[src/rtl/mips_pkg.sv]
// Shared MIPS32 fetch types: memory geometry, fetch FSM states and the
// {pc, instr} entry carried from fetch to decode.
package mips_pkg;

  localparam int unsigned IMEM_BYTES = 1024;
  localparam int unsigned WORD_BYTES = 4;

  typedef enum logic [0:0] {
    FETCH = 1'b0,
    FAULT = 1'b1
  } fetch_state_t;

  typedef struct packed {
    logic [31:0] pc;
    logic [31:0] instr;
  } fetch_entry_t;

  // Word-aligned and the whole word lies inside memory; 33-bit sum so a
  // pc near 2^32 cannot wrap into the legal range.
  function automatic logic fetch_legal(input logic [31:0] addr,
                                       input int unsigned mem_bytes);
    logic [32:0] last;
    last = {1'b0, addr} + 33'd3;
    return (addr[1:0] == 2'b00) && (last < 33'(mem_bytes));
  endfunction

endpackage

[src/rtl/ifetch_fifo.sv]
// Prefetch FIFO of fetch entries with flush; push and pop may coincide when
// full. Head reads as zero while empty.
module ifetch_fifo
  import mips_pkg::*;
#(
  parameter int unsigned DEPTH = 2
) (
  input  logic         clk,
  input  logic         reset,
  input  logic         flush,
  input  logic         push,
  input  logic         pop,
  input  fetch_entry_t din,
  output fetch_entry_t dout,
  output logic         full,
  output logic         empty
);

  localparam int unsigned AW = $clog2(DEPTH);

  fetch_entry_t     mem [DEPTH];
  logic [AW:0]      wptr;
  logic [AW:0]      rptr;

  assign empty = (wptr == rptr);
  assign full  = (wptr[AW] != rptr[AW]) && (wptr[AW-1:0] == rptr[AW-1:0]);
  assign dout  = empty ? '0 : mem[rptr[AW-1:0]];

  always_ff @(posedge clk or posedge reset) begin
    if (reset) begin
      wptr <= '0;
      rptr <= '0;
    end else if (flush) begin
      wptr <= '0;
      rptr <= '0;
    end else begin
      if (push) wptr <= wptr + 1'b1;
      if (pop)  rptr <= rptr + 1'b1;
    end
  end

  // When full, push+pop writes the slot being vacated by the head this edge.
  always_ff @(posedge clk) begin
    if (push && !flush) mem[wptr[AW-1:0]] <= din;
  end

endmodule

[src/rtl/ifetch_ctrl.sv]
// MIPS32 instruction fetch controller: pc, prefetch FIFO, redirect/flush and
// fetch-address trapping. IFETCH_PERF_EN adds fetch/stall/flush counters.
module ifetch_ctrl
  import mips_pkg::*;
#(
  parameter logic [31:0] RESET_PC   = 32'h0000_0000,
  parameter int unsigned MEM_BYTES  = IMEM_BYTES,
  parameter int unsigned FIFO_DEPTH = 2
) (
  input  logic        clk,
  input  logic        reset,
  output logic [31:0] imem_addr,
  input  logic [31:0] imem_data,
  input  logic        redirect_valid,
  input  logic [31:0] redirect_pc,
  output logic        out_valid,
  input  logic        out_ready,
  output logic [31:0] out_instr,
  output logic [31:0] out_pc,
  output logic        fault,
  output logic [31:0] fault_pc
`ifdef IFETCH_PERF_EN
  ,
  output logic [31:0] perf_fetched,
  output logic [31:0] perf_stall,
  output logic [31:0] perf_flush
`endif
);

  fetch_state_t state;
  logic [31:0]  pc;
  logic         pc_legal;
  logic         redir_legal;
  logic         full;
  logic         empty;
  logic         push;
  logic         pop;
  fetch_entry_t push_entry;
  fetch_entry_t head;

  assign pc_legal    = fetch_legal(pc, MEM_BYTES);
  assign redir_legal = fetch_legal(redirect_pc, MEM_BYTES);

  assign out_valid = !empty;
  assign pop       = out_valid && out_ready;
  assign push      = (state == FETCH) && pc_legal && (!full || pop) && !redirect_valid;

  assign imem_addr  = pc;
  assign push_entry = '{pc: pc, instr: imem_data};
  assign out_pc     = head.pc;
  assign out_instr  = head.instr;
  assign fault      = (state == FAULT);

  ifetch_fifo #(
    .DEPTH (FIFO_DEPTH)
  ) u_fifo (
    .clk   (clk),
    .reset (reset),
    .flush (redirect_valid),
    .push  (push),
    .pop   (pop && !redirect_valid),
    .din   (push_entry),
    .dout  (head),
    .full  (full),
    .empty (empty)
  );

  always_ff @(posedge clk or posedge reset) begin
    if (reset) begin
      state    <= FETCH;
      pc       <= RESET_PC;
      fault_pc <= '0;
    end else if (redirect_valid) begin
      if (redir_legal) begin
        state <= FETCH;
        pc    <= redirect_pc;
      end else begin
        state    <= FAULT;
        fault_pc <= redirect_pc;
      end
    end else if (state == FETCH) begin
      if (!pc_legal) begin
        state    <= FAULT;
        fault_pc <= pc;
      end else if (push) begin
        pc <= pc + 32'(WORD_BYTES);
      end
    end
  end

`ifdef IFETCH_PERF_EN
  always_ff @(posedge clk or posedge reset) begin
    if (reset) begin
      perf_fetched <= '0;
      perf_stall   <= '0;
      perf_flush   <= '0;
    end else begin
      if (push) perf_fetched <= perf_fetched + 32'd1;
      if ((state == FETCH) && pc_legal && full && !pop) perf_stall <= perf_stall + 32'd1;
      if (redirect_valid) perf_flush <= perf_flush + 32'd1;
    end
  end
`endif

endmodule

[config.mk]
export PLATFORM = sky130hd
export DESIGN_NAME = ifetch_ctrl
export DESIGN_NICKNAME = d
export VERILOG_FILES = /design/src/rtl/mips_pkg.sv /design/src/rtl/ifetch_fifo.sv /design/src/rtl/ifetch_ctrl.sv
export SDC_FILE = /design/constraint.sdc
export NUM_CORES = 1
export LEC_CHECK = 0
export ABC_AREA = 1
export CAP_MARGIN = 30
export CORE_MARGIN = 3
export CORE_UTILIZATION = 29
export DETAILED_ROUTE_END_ITERATION = 10
export GPL_ROUTABILITY_DRIVEN = 0
export SLEW_MARGIN = 40
export SYNTH_ARGS = -nofsm -noshare
export SYNTH_HDL_FRONTEND = slang
export SYNTH_SLANG_ARGS = --single-unit
[constraint.sdc]
create_clock -name clk -period 12.6 [get_ports clk]
set_input_delay 1.26 -clock clk [delete_from_list [all_inputs] [get_ports clk]]
set_output_delay 1.26 -clock clk [all_outputs]
set_load 0.1 [all_outputs]
==> impl_metrics.json <==
{
  "slowest_delay_ns": 0.58,
  "post-route-min-period_ns": 4.07,
  "drive_gt1_share_pct": 14.9,
  "arrival_ns": 2.81,
  "p_leak_nw": 5.40,
  "clock_sinks": 197,
  "synth_top_family_by_area": "simple AND/OR/NAND/NOR gates",
  "slew_headroom_pct": 50.7,
  "synth_mux_area_share_pct": 0,
  "synth_common_cells": "481 x nand2_1, 128 x edfxtp_1, 101 x nor2_1, 94 x nand3_1, 90 x a21oi_1",
  "nets": 1470,
  "worst_pin_slew_ns": 0.739,
  "fin_tns_setup_ns": 0,
  "worst_path_dominant_cell_family": "buffers and inverters",
  "synth_seq_cells": 197,
  "ioPinCount": 198,
  "synth_flop_cell": "edfxtp_1",
  "hold_viol_final": 0,
  "crit_fanout": 65,
  "grt_overflow_total": 0,
  "synth_edf_count": 128,
  "crit_chain": "buf_4 > inv_2 > buf_4 > nand2_1 > a21oi_1 > buf_2",
  "yosysWarnings": 0,
  "num_antenna_cells": 0,
  "yosysMostFrequentCell": "nand2_1",
  "yosys-top-cells-area": "edfxtp_1 38%, nand2_1 18%, dfrtp_1 17%, nand3_1 4.7%, a21oi_1 4.5%",
  "slew_violations": 0,
  "synth_top_area_share_pct": 38.3,
  "initial_core_util_pct": 29.7,
  "skew_ns": 0.0234,
  "fmax_mhz": 245,
  "r2r-end": "u_fifo.mem[0][11]",
  "cp_common_cell": "buf_4",
  "grt_usage_pct": 17.1,
  "cp_data_required_time_ns": 11.34,
  "hpwlAfterDp_um": 22700,
  "hold_buffers": 0,
  "hold_slack_ns": 0.507,
  "setup_viol": 0,
  "synth-xor-area-share_pct": 1.05,
  "crit_type": "flop to output pin",
  "powerDensity_nw_per_um2": 214,
  "synth_compound_area_share_pct": 6.99,
  "synth_area_um2": 10000,
  "fp.coreArea_um2": 33900,
  "cts_tree": "done",
  "rows": 67,
  "r2r_start": "imem_addr[2]",
  "synthAdderAreaFrac_pct": 0.125,
  "port_buffers": 197,
  "finalCritPeriodShare_pct": 32.3,
  "crit_buf_inv": 4,
  "yosys.area_share.simple_pct": 30.6,
  "ys_types": 34,
  "startpoint": "u_fifo.rptr[0]",
  "worst_slack_ns": 8.53,
  "ctsResizeCount": 0,
  "wirelength_um": 31800,
  "start_kind": "flop",
  "cp_slowest_cell": "buf_4",
  "drc": 0,
  "drt_iter0_markers": 699,
  "irDropWorstVdd_mv": 0.175,
  "worst_setup_path_end_kind": "output pin",
  "antenna_left": 0,
  "wl_per_cell_um": 17.1,
  "clock_latency_ns": 0.45,
  "grt_setup_unrepaired": "false",
  "clkTransAtPathRegs_ns": 0.07,
  "crit_cells": 6,
  "syn-instance-count": 1221,
  "cts_root_buf": "clkbuf_16",
  "hold_path_class": "flop to flop",
  "antenna_found_initial": 1,
  "dieArea_um2": 36900,
  "async_flop_share_pct": 35.0,
  "dieHeight_um": 192,
  "yosys.area.top_type": "edfxtp_1",
  "numCtsBuffers": 17,
  "synth_area_per_cell_um2": 8.23,
  "grt_pass1_wl_um": 48400,
  "worstSetupEndpoint": "out_pc[7]",
  "outcome": "finished clean",
  "ys_seq_area_share_pct": 55.4,
  "die_x_um": 192,
  "drt-pass1-iter-count": 5,
  "grt_pass1_vias": 8431,
  "preCtsSetupSlack_ns": 8.38,
  "cts_buffer_depth": 2,
  "vias": 8928,
  "grt_max_degree": 70,
  "htreeDepth": 4,
  "drt-vias-per-instance": 4.79,
  "cap_violations": 0,
  "reg2reg_depth": 16,
  "synthToLayoutAreaGrowth_pct": 22.8,
  "rrSetupSlack_ns": 8.69,
  "cts_setup_buffers": 0,
  "synth_nets": 1290
}
## cell families (layout without fill, tap and decap cells)
group                      Yosys count  in the layout
and+or+nand+nor                    734            734
xor gates and xnor gates            12             12
DFF                                197            197
AOI/OAI and AO/OA                  139            139
adders and majority gates            1              1
buffers and inverters              138            331
## stage by stage
stage / cell area, um2 / power, W / util (%) / std cells
after floorplan: 10000 / 0.00187 / - / 1221
after global placement: 12400 / 0.00222 / 36.6 / 1830
after detailed placement: 11800 / 0.00213 / 34.7 / 1830
after CTS: 12300 / 0.00267 / 36.4 / 1862
after global routing: 12300 / 0.00277 / 36.4 / 1862
final: 12300 / 0.00265 / 36.4 / 1862
## sequential cells by signal, summed over array words and instances (netlist names)
name and count:
imem_addr 32, u_fifo.rptr 2, u_fifo.mem 128, fault_pc 32, u_fifo.wptr 2, fault 1
## how the worst min path moves through the flow
stage	start	end	cells past startpoint
6_report	u_fifo.rptr[0]	u_fifo.rptr[0]	1
3_3_place_gp	u_fifo.rptr[0]	u_fifo.rptr[0]	1
2_1_floorplan	u_fifo.wptr[1]	u_fifo.wptr[1]	2
5_1_grt	fault_pc[0]	fault_pc[0]	2
3_5_place_dp	fault_pc[28]	fault_pc[28]	2
4_1_cts	u_fifo.rptr[0]	u_fifo.rptr[0]	1
## area by class of cell
class	instances	area (um2)
Clock buffer	18	429
Clock inverter	14	141
Fill cell	3565	21500
Inverter	93	349
Multi-Input combinational cell	886	3900
Sequential cell	197	5570
Tap cell	448	561
Timing Repair Buffer	206	1390
## layer usage
metal  vias to the layer above  share of wire (%)  global-route usage (%)  routed length, um
li1                       4336                  -                       -                  -
met2                       360                 45                    26.9              14300
met3                        41                8.4                    4.07               2670
met1                      4189                 45                    23.7              14300
met5                         -              0.025                       0                  8
met4                         2                1.6                    4.12                501
## power breakdown
group	total (W)	internal, W	leakage, nW	switching (W)
clock	0.000539	0.000279	0.271	0.000260
combinational	0.00132	0.000193	3.09	0.00113
sequential	0.000785	0.000738	2.04	0.0000472
## layout by cell type (no fill, tap or decap), drive strengths merged
cell type,count
nand3b,5
xnor2,2
buf,140
nand3,96
clkbuf,18
xor2,10
clkinv,4
dfrtp,69
inv,99
nand2,489
nor3,9
and3,1
o211ai,1
clkdlybuf4s50,66
o22a,1
edfxtp,128
o21ai,47
or2,1
nand4,14
a21oi,90
nor2,119
bufinv,1
clkinvlp,3
ha,1
(Power assumes the default switching activity.)
==> variant (same flow settings) <==
Set the parameter `FIFO_DEPTH` to 8 (it was 2).
--- a/src/rtl/ifetch_ctrl.sv
+++ b/src/rtl/ifetch_ctrl.sv
@@ -7,3 +7,3 @@
   parameter int unsigned MEM_BYTES  = IMEM_BYTES,
-  parameter int unsigned FIFO_DEPTH = 2
+  parameter int unsigned FIFO_DEPTH = 8
 ) (
Function: changed (Yosys sat finds a counterexample within 4 cycles, from zero or initial values and one cycle with reset high).
==> variant against the unedited design <==
Fmax fell by 25%. Setup slack got worse by 1400 ps. Count of clock-buffer cells in the layout rose by 63. Critical path depth rose by 1. Area after synthesis rose to 2.5 times the old value. Hold slack got worse by 2.6 ps. Wire length rose by 120%. Sequential power rose to 2.8 times the old value. Total power rose by 120%. Sequential cell count rose by 388. Die area rose by 140%. Final area rose by 140%. Critical endpoint is now out_pc[12]. Highest routed layer is now met4.
==> variant: results (changes against the unedited design) <==
metric	value	unit	change
hpwl dp	41120	um	was 22680 um
layout cells sized above 1	0.1183		was 0.1485
clk_lat worst skew	580	ps	was 450 ps
Leak	10.48	nW	was 5.398 nW
placed insts	3583		was 1830
Mapped Cells	2349		was 1221
Vias/cell	4.861		was 4.795
vias in the first global route	17680		was 8431
largest cells by area after synthesis	edfxtp_1, nor2_1, dfrtp_1		was edfxtp_1, nand2_1, dfrtp_1
grt met2 use	0.2566		was 0.2688
status	complete, no violations		unchanged
CP max-delay cell	dfrtp_4		was buf_4
CTS Buffer Depth	3		was 2
crit-path max cell delay	790	ps	was 580 ps
CP Max Fanout	85		was 65
Top Metal Used	met4		was met5
H-tree levels	3		was 4
met1 GRT Util	0.2042		was 0.2370
Cell variety after synth	38		was 34
Post-synth EDFFs	512		was 128
Final Net Count	2582		was 1470
Global Route met3 Usage	0.03136		was 0.04070
warnings from Yosys	0		unchanged
syn_nets	2420		was 1290
DRT iter0 DRCs	1317		was 699
CTS Buf Count	68		was 17
drt wl/cell	19.19	um	was 17.08 um
maximum vdd drop	127.1	uV	was 175.2 uV
Worst EP arrival	4180	ps	was 2810 ps
Placed Instance Area	27740	um^2	was 11770 um^2
relative slew slack	0.4462		was 0.5070
max reg flops	512		was 128
M1 wire length	31180	um	was 14320 um
post-cts gate resize count	0		unchanged
Post-Route Skew	24.60	ps	was 23.40 ps
Root Buffer	clkbuf_16		unchanged
largest net degree at the start of global routing	191		was 70
global-route wire length before repair	107300	um	was 48420 um
WL met2	33810	um	was 14300 um
Post-synth ARST share	0.1248		was 0.3503
dpl ws	7309	ps	was 8381 ps
Met3 Routed Length	4571	um	was 2674 um
Synth top cells by count	nor2_1, edfxtp_1, o21ai_0		was nand2_1, edfxtp_1, nor2_1
initial antenna violation count	2		was 1
total track usage	0.1548		was 0.1705
fin cells	3706		was 1862
post-synthesis sequential area ratio	0.6835		was 0.5545
[variant: changes by cell type after synthesis, moves of 6 or more]
cell      unedited run  this run
o22ai_1              0        66
a31oi_1              0        68
nand2_1            481       342
o21ai_0             45       358
a21oi_1             90         5
edfxtp_1           128       512
nand3_1             94       105
nor2_1             101       517
clkbuf_1            22       104
o21ai_1              2         8
inv_1               88        77
[variant: logic make-up (layout without fill, tap and decap cells)]
group	Yosys count	in the layout	synth area share
compound gates	510	510	0.1086
xor+xnor	13	13	0.004524
fa+ha+maj	3	3	0.001492
buf+inv	210	422	0.03436
flops	585	585	0.6835
other cells	0	1	0
simple gates	1028	1028	0.1675
[variant: report_power, final]
| part | leakage (nW) | internal, mW | switching, mW |
|---|---|---|---|
| clock network | 1.05 | 1.15 | 0.764 |
| registers | 4.78 | 2.13 | 0.0328 |
| logic | 4.65 | 0.283 | 1.40 |
| total | 10.5 | 3.56 | 2.20 |
[variant: worst paths after layout]
| path | startpoint | slack (ps) | to | depth (start not counted) |
|---|---|---|---|---|
| worst max-delay path | u_fifo.rptr[1] | 7160 | out_pc[12] | 7 |
| worst min-delay path | fault_pc[7] | 500 | fault_pc[7] | 2 |
| worst max register to register | imem_addr[4] | 7940 | u_fifo.mem[0][40] | 14 |
| worst min register to register | fault_pc[7] | 500 | fault_pc[7] | 2 |
| max in group asynchronous | reset | 10740 | u_fifo.rptr[1] | 3 |
| min in group asynchronous | reset | 960 | imem_addr[5] | 2 |
[variant: layout make-up]
cell class	instances	area [um^2]
Antenna cell	1	2.502
Clock buffer	81	1814
Clock inverter	39	351.6
Fill cell	8507	55590
Inverter	80	314.1
Multi-Input combinational cell	1554	7164
Sequential cell	585	17210
Tap cell	1144	1431
Timing Repair Buffer	222	1673
